File: src/rtl/fsk_frame_ctrl.sv
// fsk_frame_ctrl: transmit sequencer for a CPFSK NCO modulator.
// Wraps streamed payload bytes into preamble / sync / payload / guard.
// Drives the per-bit modulation data and the matching signed frequency offset.
// Optional build macro FSK_PARITY_EN appends an even-parity bit after every payload byte.
module fsk_frame_ctrl #(
    parameter int unsigned CLK_DIV       = 10000,
    parameter int unsigned PREAMBLE_BITS = 16,
    parameter logic [7:0]  SYNC_WORD     = 8'hD3,
    parameter int unsigned GUARD_BITS    = 4,
    parameter logic [24:0] DF_WORD       = 25'd8388
) (
    input  logic               clk,
    input  logic               reset_n,
    input  logic               s_valid,
    input  logic [7:0]         s_data,
    input  logic               s_last,
    output logic               s_ready,
    output logic               bit_out,
    output logic signed [24:0] freq_df,
    output logic               mod_en,
    output logic               busy,
    output logic               done,
    output logic               underrun
);

    localparam int unsigned TCW     = (CLK_DIV > 1) ? $clog2(CLK_DIV) : 1;
    localparam int unsigned MAX_PG  = (PREAMBLE_BITS > GUARD_BITS) ? PREAMBLE_BITS : GUARD_BITS;
    localparam int unsigned BIT_MAX = (MAX_PG > 8) ? MAX_PG : 8;
    localparam int unsigned BCW     = $clog2(BIT_MAX);

    localparam logic [TCW-1:0]     TICK_LAST  = TCW'(CLK_DIV - 1);
    localparam logic [TCW-1:0]     TICK_PRE   = TCW'(CLK_DIV - 2);
    localparam logic [BCW-1:0]     PRE_LAST   = BCW'(PREAMBLE_BITS - 1);
    localparam logic [BCW-1:0]     GUARD_LAST = BCW'(GUARD_BITS - 1);
    localparam logic [BCW-1:0]     BYTE_LAST  = BCW'(7);
    localparam logic signed [24:0] DF_POS     = DF_WORD;
    localparam logic signed [24:0] DF_NEG     = -DF_WORD;

    typedef enum logic [2:0] {
        StIdle,
        StPre,
        StSync,
        StData,
        StGuard
`ifdef FSK_PARITY_EN
        , StParity
`endif
    } state_t;

    state_t              r_state;
    logic [TCW-1:0]      r_tick_cnt;
    logic [BCW-1:0]      r_bit_cnt;
    logic [7:0]          r_shift;
    logic [7:0]          r_data;
    logic                r_last;
`ifdef FSK_PARITY_EN
    logic                r_parity;
`endif
    logic                r_s_ready;
    logic                r_bit_out;
    logic signed [24:0]  r_freq_df;
    logic                r_mod_en;
    logic                r_busy;
    logic                r_done;
    logic                r_underrun;

    logic                w_tick;
    logic                w_byte_end;
    logic                w_ready_soon;

    // Bit-period strobe, end-of-byte strobe and one-cycle-early warning for the ready window.
    always_comb begin
        w_tick = (r_tick_cnt == TICK_LAST);
`ifdef FSK_PARITY_EN
        w_byte_end   = w_tick && (r_state == StParity);
        w_ready_soon = (r_state == StParity) && (r_tick_cnt == TICK_PRE) && !r_last;
`else
        w_byte_end   = w_tick && (r_state == StData) && (r_bit_cnt == BYTE_LAST);
        w_ready_soon = (r_state == StData) && (r_bit_cnt == BYTE_LAST) &&
                       (r_tick_cnt == TICK_PRE) && !r_last;
`endif
    end

    // Frame sequencer: state, counters, shift register and all registered outputs.
    always_ff @(posedge clk) begin
        if (!reset_n) begin
            r_state    <= StIdle;
            r_tick_cnt <= '0;
            r_bit_cnt  <= '0;
            r_shift    <= '0;
            r_data     <= '0;
            r_last     <= 1'b0;
`ifdef FSK_PARITY_EN
            r_parity   <= 1'b0;
`endif
            r_s_ready  <= 1'b0;
            r_bit_out  <= 1'b1;
            r_freq_df  <= DF_POS;
            r_mod_en   <= 1'b0;
            r_busy     <= 1'b0;
            r_done     <= 1'b0;
            r_underrun <= 1'b0;
        end else begin
            r_done    <= 1'b0;
            // Ready is registered, so it is raised one cycle ahead of the byte-ending tick.
            r_s_ready <= w_ready_soon;

            if (r_state == StIdle || w_tick) begin
                r_tick_cnt <= '0;
            end else begin
                r_tick_cnt <= r_tick_cnt + TCW'(1);
            end

            case (r_state)
                StIdle: begin
                    r_s_ready <= 1'b1;
                    if (s_valid && r_s_ready) begin
                        r_data     <= s_data;
                        r_last     <= s_last;
                        r_underrun <= 1'b0;
                        r_s_ready  <= 1'b0;
                        r_bit_cnt  <= '0;
                        r_bit_out  <= 1'b1;
                        r_freq_df  <= DF_POS;
                        r_mod_en   <= 1'b1;
                        r_busy     <= 1'b1;
                        r_state    <= StPre;
                    end
                end
                StPre: begin
                    if (w_tick) begin
                        if (r_bit_cnt == PRE_LAST) begin
                            r_bit_cnt <= '0;
                            r_shift   <= {SYNC_WORD[6:0], 1'b0};
                            r_bit_out <= SYNC_WORD[7];
                            r_freq_df <= SYNC_WORD[7] ? DF_POS : DF_NEG;
                            r_state   <= StSync;
                        end else begin
                            // Preamble alternates starting from 1.
                            r_bit_cnt <= r_bit_cnt + BCW'(1);
                            r_bit_out <= ~r_bit_out;
                            r_freq_df <= r_bit_out ? DF_NEG : DF_POS;
                        end
                    end
                end
                StSync: begin
                    if (w_tick) begin
                        if (r_bit_cnt == BYTE_LAST) begin
                            r_bit_cnt <= '0;
                            r_shift   <= {r_data[6:0], 1'b0};
                            r_bit_out <= r_data[7];
                            r_freq_df <= r_data[7] ? DF_POS : DF_NEG;
`ifdef FSK_PARITY_EN
                            r_parity  <= ^r_data;
`endif
                            r_state   <= StData;
                        end else begin
                            r_bit_cnt <= r_bit_cnt + BCW'(1);
                            r_shift   <= {r_shift[6:0], 1'b0};
                            r_bit_out <= r_shift[7];
                            r_freq_df <= r_shift[7] ? DF_POS : DF_NEG;
                        end
                    end
                end
                StData: begin
                    if (w_tick && (r_bit_cnt != BYTE_LAST)) begin
                        r_bit_cnt <= r_bit_cnt + BCW'(1);
                        r_shift   <= {r_shift[6:0], 1'b0};
                        r_bit_out <= r_shift[7];
                        r_freq_df <= r_shift[7] ? DF_POS : DF_NEG;
                    end
`ifdef FSK_PARITY_EN
                    else if (w_tick) begin
                        r_bit_out <= r_parity;
                        r_freq_df <= r_parity ? DF_POS : DF_NEG;
                        r_state   <= StParity;
                    end
`endif
                end
                StGuard: begin
                    if (w_tick) begin
                        if (r_bit_cnt == GUARD_LAST) begin
                            r_bit_cnt <= '0;
                            r_done    <= 1'b1;
                            r_mod_en  <= 1'b0;
                            r_busy    <= 1'b0;
                            r_s_ready <= 1'b1;
                            r_state   <= StIdle;
                        end else begin
                            r_bit_cnt <= r_bit_cnt + BCW'(1);
                        end
                    end
                end
`ifdef FSK_PARITY_EN
                StParity: begin
                    // Leaving this state is handled by the byte-boundary logic below.
                end
`endif
                default: r_state <= StIdle;
            endcase

            // Byte boundary: chain the next byte seamlessly, or close the frame into the guard.
            if (w_byte_end) begin
                r_bit_cnt <= '0;
                if (!r_last && s_valid && r_s_ready) begin
                    r_shift   <= {s_data[6:0], 1'b0};
                    r_bit_out <= s_data[7];
                    r_freq_df <= s_data[7] ? DF_POS : DF_NEG;
                    r_last    <= s_last;
`ifdef FSK_PARITY_EN
                    r_parity  <= ^s_data;
`endif
                    r_state   <= StData;
                end else begin
                    if (!r_last) begin
                        r_underrun <= 1'b1;
                    end
                    r_bit_out <= 1'b1;
                    r_freq_df <= DF_POS;
                    r_state   <= StGuard;
                end
            end
        end
    end

    assign s_ready  = r_s_ready;
    assign bit_out  = r_bit_out;
    assign freq_df  = r_freq_df;
    assign mod_en   = r_mod_en;
    assign busy     = r_busy;
    assign done     = r_done;
    assign underrun = r_underrun;

endmodule
File: config.mk
export PLATFORM = sky130hd
export DESIGN_NAME = fsk_frame_ctrl
export DESIGN_NICKNAME = d
export VERILOG_FILES = /design/src/rtl/fsk_frame_ctrl.sv
export SDC_FILE = /design/constraint.sdc
export NUM_CORES = 1
export LEC_CHECK = 0
export CORE_AREA = 10 10 108 86
export DETAILED_ROUTE_END_ITERATION = 10
export DIE_AREA = 0 0 118 96
export MAX_ROUTING_LAYER = met4
export PLACE_DENSITY = 0.67
export SETUP_SLACK_MARGIN = 0.15
export SKIP_LAST_GASP = 1
export SYNTH_ARGS = -nofsm -noshare
export SYNTH_HDL_FRONTEND = slang
export SYNTH_SLANG_ARGS = --single-unit
File: constraint.sdc
create_clock -name clk -period 2.4 [get_ports clk]
set_input_delay 0.6 -clock clk [delete_from_list [all_inputs] [get_ports clk]]
set_output_delay 0.6 -clock clk [all_outputs]
set_load 0.02 [all_outputs]
======== Word-level counts from Yosys, hierarchy flattened ========
Index checks and enable logic that the tools add are counted.
cells by class
  reduce and logical (&&, ||, !) cells .... 23
  bitwise operators ....................... 2
  equal/unequal tests ..................... 25
  $add $sub $neg .......................... 2
  multiplexer cells ....................... 66
operator list
  operator                                                                 number
  25-bit 2-to-1 mux                                                        12
  25-bit one-hot mux with 4 select lines                                   1
  8-bit 2-to-1 mux                                                         7
  4-bit 2-to-1 mux                                                         8
  14-bit equality test, second input constant                              2
  3-bit 2-to-1 mux                                                         9
  8-bit one-hot mux with 3 select lines                                    1
  1-bit 2-to-1 mux                                                         23
  4-bit one-hot mux with 5 select lines                                    1
  3-bit inequality test, second input constant                             6
  3-bit one-hot mux with 5 select lines                                    1
  14-bit by 1-bit adder with 14-bit output, second input constant          1
  2-bit inequality test, second input constant                             5
  5-bit nonzero test                                                       2
  1-bit logical AND                                                        9
  8-bit AND reduction                                                      1
  3-bit by 2-bit equality test with 1-bit output, second input constant    2
  3-bit by 2-bit inequality test with 1-bit output, second input constant  2
  6-bit AND reduction                                                      1
  5-bit AND reduction                                                      1
  4-bit by 1-bit adder with 4-bit output, second input constant            1
  4-bit by 2-bit equality test with 1-bit output, second input constant    1
  4-bit by 3-bit equality test with 1-bit output, second input constant    1
  4-bit equality test, second input constant                               1
  15 further kinds                                                         19
word-level totals
  bits in registers ....................... 68
  logic and storage cells ................. 130
  input port bits ......................... 12
  output and inout port bits .............. 31

======== Depth between registers and ports, before layout ========
Gate-level depths: netlist (run 1).
  word-level depth ........................ 7
  depth in mapped cells ................... 9
  mapped depth without buffers ............ 6

======== Worst setup path before layout (run 1) ========
OpenSTA, ideal clock, no wires.
  kind .................................... reg2reg
  start point ............................. register r_tick_cnt[4]
  end point ............................... register r_bit_cnt[0]
  setup slack ............................. 0.068 ns
  buffers on the path ..................... 0
  setup time .............................. 0.070 ns
  clock period less this slack ............ 2.332 ns
  data required time ...................... 2.330 ns
  arrival time ............................ 2.262 ns
  cell stages (with the launch flop) ...... 6
  cells stage by stage .................... dfxtp_1 -> or4_4 -> or4_4 -> o31a_1 -> or3b_1 -> a21oi_1
on the way
  word-level cells in the longest chain between the ends .. 4
  elaborated cells on any way between the ends .. 10
  classes of those cells .................. eq/ne: 5; reduce/logical: 5
ends and longest elaborated chain
  item                                                                                                    line     text
  from (decl)                                                                                             51       logic [TCW-1:0] r_tick_cnt;
  from (signal assigned)                                                                                  111      r_tick_cnt <= r_tick_cnt + TCW'(1);
  14-bit equality test (*)                                                                                73       w_tick = (r_tick_cnt == TICK_LAST);
  1-bit logical AND, on equally long branches                                                             166, 78
  2-bit by 1-bit inequality test with 1-bit output (no line) / 1-bit logical AND (equally long branches)  -
  6-bit AND reduction (no line) / 2-bit OR reduction (equally long branches)                              -
  to (signal assigned)                                                                                    158      r_bit_cnt <= r_bit_cnt + BCW'(1);
  to (signal assigned)                                                                                    167      r_bit_cnt <= r_bit_cnt + BCW'(1);
  to (signal assigned)                                                                                    190      r_bit_cnt <= r_bit_cnt + BCW'(1);
  to (decl)                                                                                               52       logic [BCW-1:0] r_bit_cnt;
Mark *: on every way between the ends. The rest lies on a longest branch, timed or not.
A chain may end at the register's enable or synchronous reset.

======== Worst setup path in the final report (run 1) ========
  start point ............................. register r_tick_cnt[5]
  end point ............................... register r_bit_cnt[0]
The elaborated chain is that of the path after synthesis.

==> results.toml, run 1 <==
[sta]
slew_violations = 0
min_period_over_period_pct = 93.8
tightestPinTransition_ns = 0.667
finalSetupTns_ns = 0
finalHoldViolCount = 0
fin_crit_ns = 2.25
fin_skew_ns = 0.0141
rsz0062_at_grt = "true"
setup_viol = 0
maxSlewHeadroom_pct = 55.5
fmax_ghz = 0.444

[worst_setup_path]
end_kind = "flip-flop"
critPathKind = "reg -> reg"
cp.arrival_ns = 2.48
crit_path_start_kind = "flip-flop"
r2r-start = "r_tick_cnt[5]"
required_ns = 2.63
startpoint = "r_tick_cnt[5]"
critPathMaxFanout = 5

[cts]
htree_num_levels = 2
cts_buffers = 5
cts_root_buf = "clkbuf_8"
clk_latency_ns = 0.30
holdBufCountCts = 0
cts.sinks = 44
clkTransAtPathRegs_ns = 0.08
cts.path.max_buffers = 2
cts_tree = "yes"

[synth]
syn_area_per_cell_um2 = 8.03
synth_top_area_share_pct = 36.2
yosys_most_used_dff = "dfxtp_1"
ys_ff_latch = 44
yosysSeqAreaShare_pct = 36.2
synth_area_um2 = 2430
synth_edf_count = 0
synthArstFlopShare_pct = 0
yosys.cell_types.count = 55
yosysTopAreaCell = "dfxtp_1"
synth_common_cells = "44 x dfxtp_1, 36 x nand2_1, 27 x nor2_1, 25 x buf_4, 23 x a21oi_1"
yosysMostFrequentCell = "dfxtp_1"
netlist_instances = 303
synthTopCellsByArea = "dfxtp_1 36%, buf_4 7.7%, nand2_1 5.6%"
ys_warn_count = 0

[global_route]
grt_pass1_vias = 2046
overflow = 0
grt_pass1_wl_um = 10300
grt_antenna_before_repair = 0
grt_max_degree = 21
grt_usage_pct = 11.1

[detailed_routing]
routedWlPerCell_um = 14.2
firstDrtPassIters = 4
drc = 0
vias_per_cell = 5.19
routed_wirelength_um = 6130
ant_nets = 0
drt_iter0_drc = 198
num_vias = 2235

[power_and_ir_drop]
power_density_nw_per_um2 = 683
vdd_ir_drop_max_uv = 329
power_mw = 2.07
leakagePower_nw = 1.05

[die]
die_y_um = 96
ios = 43
die_w_um = 118
die-area_um2 = 11300
coreArea_um2 = 7160
rows = 27
initial_core_util_pct = 34.0

[place]
hpwl_um = 4500
place_area_um2 = 2820
gp_congestion = 0.853
io_buffers = 39

[final_layout]
nNetsFinal = 345
n_fill_cell = 741
final_area_um2 = 3030
drive_above_1_share_pct = 16.7
antennaDiodeCount = 0
synthToLayoutAreaGrowth_pct = 24.4

[min_path]
hp-start = "r_data[3]"
hold_class = "reg -> reg"

[run]
cap_violations = 0

[status]
status = "finished, final reports clean"
## cell families after synthesis
group | count (synthesis) | synth area share (%)
DFF | 44 | 36.2
and+or+nand+nor | 125 | 26.8
AOI/OAI and AO/OA | 72 | 19.7
other | 2 | 0.309
xor gates and xnor gates | 11 | 3.96
muxes | 2 | 0.874
buffers and inverters | 44 | 10.6
adders and majority gates | 3 | 1.54
## sequential cells by signal, indices dropped and copies added (netlist names)
signal and flops:
r_last 1, done 1, freq_df 2, r_bit_cnt 4
r_tick_cnt 14, r_state 3, s_ready 1, busy 1
underrun 1, r_shift 8, r_data 8
## critical path: stages (launching register included)
cell and delay [ns]:
dfxtp_4 0.35, or4_4 0.53, or4_4 0.56, o31a_1 0.28
or3b_1 0.36, a21oi_2 0.11
## cell usage in the layout, fill, tap and decap left out, types with 2 or more instances in the layout
cell,instances
a21oi_2,3
conb_1,3
o221a_2,4
clkbuf_8,7
or3_1,4
inv_1,3
or3b_2,2
a31oi_1,6
and3_1,2
nand4b_1,2
nor3_1,4
dfxtp_1,41
nor4_1,2
ha_2,2
a32oi_1,5
xnor2_1,5
clkinv_1,2
nand4_1,8
buf_4,17
a22oi_1,2
buf_12,2
nand2b_1,3
nor2_1,27
o21ai_0,13
a31o_2,5
nand3_1,12
nand2_1,36
and3b_1,2
or4_4,2
clkdlybuf4s50_1,39
dfxtp_2,2
xor2_1,6
nor2b_1,8
a21oi_1,20
## where the power goes
| part | total, mW | switching [mW] | leakage, nW | internal [mW] |
|---|---|---|---|---|
| sequential | 0.869 | 0.0867 | 0.358 | 0.782 |
| clock | 0.497 | 0.241 | 0.0503 | 0.257 |
| combinational | 0.702 | 0.399 | 0.646 | 0.303 |
| total | 2.07 | 0.726 | 1.05 | 1.34 |
## path summary, 6_finish.rpt
| kind | to | slack, ns | depth (start not counted) |
|---|---|---|---|
| setup / recovery | r_bit_cnt[0] | 0.15 | 5 |
| hold / removal | r_data[3] | 0.46 | 2 |
| setup reg to reg | r_bit_cnt[0] | 0.15 | 5 |
| hold reg to reg | r_data[3] | 0.46 | 2 |
## layout make-up
| cell class | instances | area, um^2 | share of cell area, % |
|---|---|---|---|
| multi-input cells | 216 | 1340 | 44.3 |
| clock buffers | 7 | 96.3 | 3.18 |
| inverters | 5 | 18.8 | 0.620 |
| repair buffers | 58 | 558 | 18.4 |
| flip-flops and latches | 44 | 887 | 29.3 |
| well taps | 101 | 126 | 4.18 |
## layer usage
layer | part of all wire [%] | track usage [%] | vias to the layer above
li1 | - | - | 1111
met1 | 53 | 15.8 | 1035
met2 | 38 | 14.5 | 81
met3 | 7.2 | 2.75 | 8
met4 | 1.5 | 4.41 | 0
met5 | 0 | - | -
## timing repair
action | in CTS | in global routing
setup endpoints to repair | 25 | 20
gates cloned | 0 | 0
pin swaps | 4 | 4
buffers inserted | 3 | 3
gates resized for setup | 4 | 12
## per-stage QoR
step / std cells / setup WS, ns / util (%) / hold slack (ns)
4_1_cts: 428 / 0.103 / 41.2 / 0.464
5_1_grt: 431 / 0.0901 / 42.3 / 0.481
6_report: 431 / 0.148 / 42.3 / 0.461
3_5_place_dp: 418 / 0.106 / 39.4 / 0.453
2_1_floorplan: 304 / 0.116 / - / 0.436
3_3_place_gp: 418 / 0.130 / 39.4 / 0.448
Power figures use the tool's default switching activity.
==> run 2, diff against run 1 <==
--- a/config.mk
+++ b/config.mk
@@ -6,10 +6,11 @@
 export NUM_CORES = 1
 export LEC_CHECK = 0
 export CORE_AREA = 10 10 108 86
+export CTS_BUF_LIST = sky130_fd_sc_hd__clkbuf_8
 export DETAILED_ROUTE_END_ITERATION = 10
 export DIE_AREA = 0 0 118 96
 export MAX_ROUTING_LAYER = met4
-export PLACE_DENSITY = 0.67
+export PLACE_DENSITY = 0.65
 export SETUP_SLACK_MARGIN = 0.15
 export SKIP_LAST_GASP = 1
 export SYNTH_ARGS = -nofsm -noshare
==> constraint.sdc (replaced) <==
create_clock -name clk -period 2.3 [get_ports clk]
set_input_delay 0.575 -clock clk [delete_from_list [all_inputs] [get_ports clk]]
set_output_delay 0.575 -clock clk [all_outputs]
set_load 0.02 [all_outputs]
==> run 2 against run 1 <==
  * Count of clock-buffer cells in the layout down 1
  * Total power up 4.8%
  * Sequential power up 3.2%
  * Setup slack worse by 0.083 ns
  * Final cell count up 2.3%
  * Largest power group unchanged
==> results.toml, run 2 (synthesis gave the netlist of run 1 again) <==
[status]
status = "finished, final reports clean"

[final_layout]
synthToLayoutAreaGrowth_pct = 24.7
antennaDiodeCount = 0
final_area_um2 = 3040
drive_above_1_share_pct = 17.1
top_regs = "r_tick_cnt (14), r_data (8), r_shift (8)"
post_layout_nonfiller_instances = 441
mostFrequentLayoutCells = "41 x dfxtp_1, 39 x clkdlybuf4s50_1, 36 x nand2_1"
nNetsFinal = 354
layout_commonest_cell = "dfxtp_1"
largest_reg_flops = 14
largest-register = "r_tick_cnt"
n_fill_cell = 725
fin_util_pct = 42.4

[cts]
cts.sinks = 44
cts_tree = "yes"
clk_latency_ns = 0.29
htree_num_levels = 2
clkTransAtPathRegs_ns = 0.08
cts.path.max_buffers = 2
cts_root_buf = "clkbuf_8"
cts_buffers = 5
holdBufCountCts = 0

[detailed_routing]
routed_wirelength_um = 6470
vias_per_cell = 5.15
num_vias = 2271
drc = 0
ant_nets = 0
routedWlPerCell_um = 14.7
firstDrtPassIters = 5
drt_iter0_drc = 195

[worst_setup_path]
required_ns = 2.53
cp.arrival_ns = 2.47
r2r-end = "r_bit_cnt[0]"
path_cells = "or4_4 > or4_4 > o31a_1 > or3b_1 > a21oi_1"
crit_path_start_kind = "flip-flop"
end_kind = "flip-flop"
crit_slowest_cell = "or4_4"
r2r-start = "r_tick_cnt[5]"
cp_common_cell = "or4_4"
r2r_slack_ns = 0.06
critPathKind = "reg -> reg"
worstRegToRegCells = 5
cp_slowest_stage_delay_ns = 0.56
critPathMaxFanout = 5

[global_route]
grt_antenna_before_repair = 0
grt_max_degree = 21
grt_pass1_vias = 2138
overflow = 0
grt_usage_pct = 11.3
grt_pass1_wl_um = 10500

[sta]
fmax_ghz = 0.447
tightestPinTransition_ns = 0.642
worst_slack_ns = 0.0646
finalHoldViolCount = 0
fin_crit_ns = 2.24
setup_viol = 0
fin_skew_ns = 0.00634
slew_violations = 0
finalSetupTns_ns = 0
rsz0062_at_grt = "true"
hold_ws_ns = 0.461
maxSlewHeadroom_pct = 57.2
min_period_over_period_pct = 97.2

[power_and_ir_drop]
vdd_ir_drop_max_uv = 378
power_density_nw_per_um2 = 714
power_mw = 2.17
leakagePower_nw = 1.10

[die]
coreArea_um2 = 7160
die_w_um = 118
rows = 27
ios = 43
die-area_um2 = 11300
die_y_um = 96
initial_core_util_pct = 34.0

[min_path]
hold_class = "reg -> reg"
whs_path_depth = 2
hold_end = "r_data[0]"
hp-start = "r_data[0]"

[place]
io_buffers = 39
place_inst = 428
place_area_um2 = 2890
gp_congestion = 0.845
place_ws_ns = 0.0849
hpwl_um = 4700

[run]
cap_violations = 0
[run 2: changes by cell type in the layout (fill, tap and decap cells not counted), moves of 2 or more]
cell | before | now
a21oi_2 | 3 | 1
buf_4 | 17 | 28
a21oi_1 | 20 | 22
inv_1 | 3 | 5
buf_12 | 2 | 0
[run 2: area by class of cell]
cell class,instances,area [um^2],area share [%]
clock buffer,6,82.6,2.72
clock inverter,2,7.51,0.247
inverter,5,18.8,0.618
multi-input combinational,216,1310,43.2
sequential,44,887,29.2
tap,101,126,4.16
timing repair buffer,67,601,19.8
[run 2: power by group]
group,internal [mW],switching (mW),leakage [nW]
registers,0.818,0.0789,0.358
clock network,0.237,0.260,0.0538
logic,0.335,0.439,0.687
total,1.39,0.778,1.10
[run 2: how the worst max path moves through the flow]
stage	startpoint	to	slack, ns	cells after the start
after floorplan	r_tick_cnt[7]	r_bit_cnt[0]	0.02	5
after global placement	r_tick_cnt[7]	r_bit_cnt[0]	0.11	5
after detailed placement	r_tick_cnt[7]	r_bit_cnt[0]	0.08	5
after CTS	r_tick_cnt[5]	r_bit_cnt[0]	0.07	5
after global routing	r_tick_cnt[5]	r_bit_cnt[0]	0.02	5
final	r_tick_cnt[5]	r_bit_cnt[0]	0.06	5
[run 2: critical path, delay by kind of cell (launching register included)]
kind	cells	cell delay, ns
AOI/OAI and AO/OA	2	0.41
and+or+nand+nor	3	1.44
DFF	1	0.32
[run 2: what timing repair did]
item                                    4_1_cts  5_1_grt
endpoints found under the setup margin       32       29
buffers inserted                              4        1
resized for setup                             5        4
hold endpoints to repair                      0        0
pin swaps                                     3        0
[run 2: per-layer routing]
metal / track usage, % / share of wire (%)
met1: 15.8 / 53
met3: 3.39 / 8.1
met2: 15.3 / 38
met4: 2.98 / 0.59
met5: - / 0
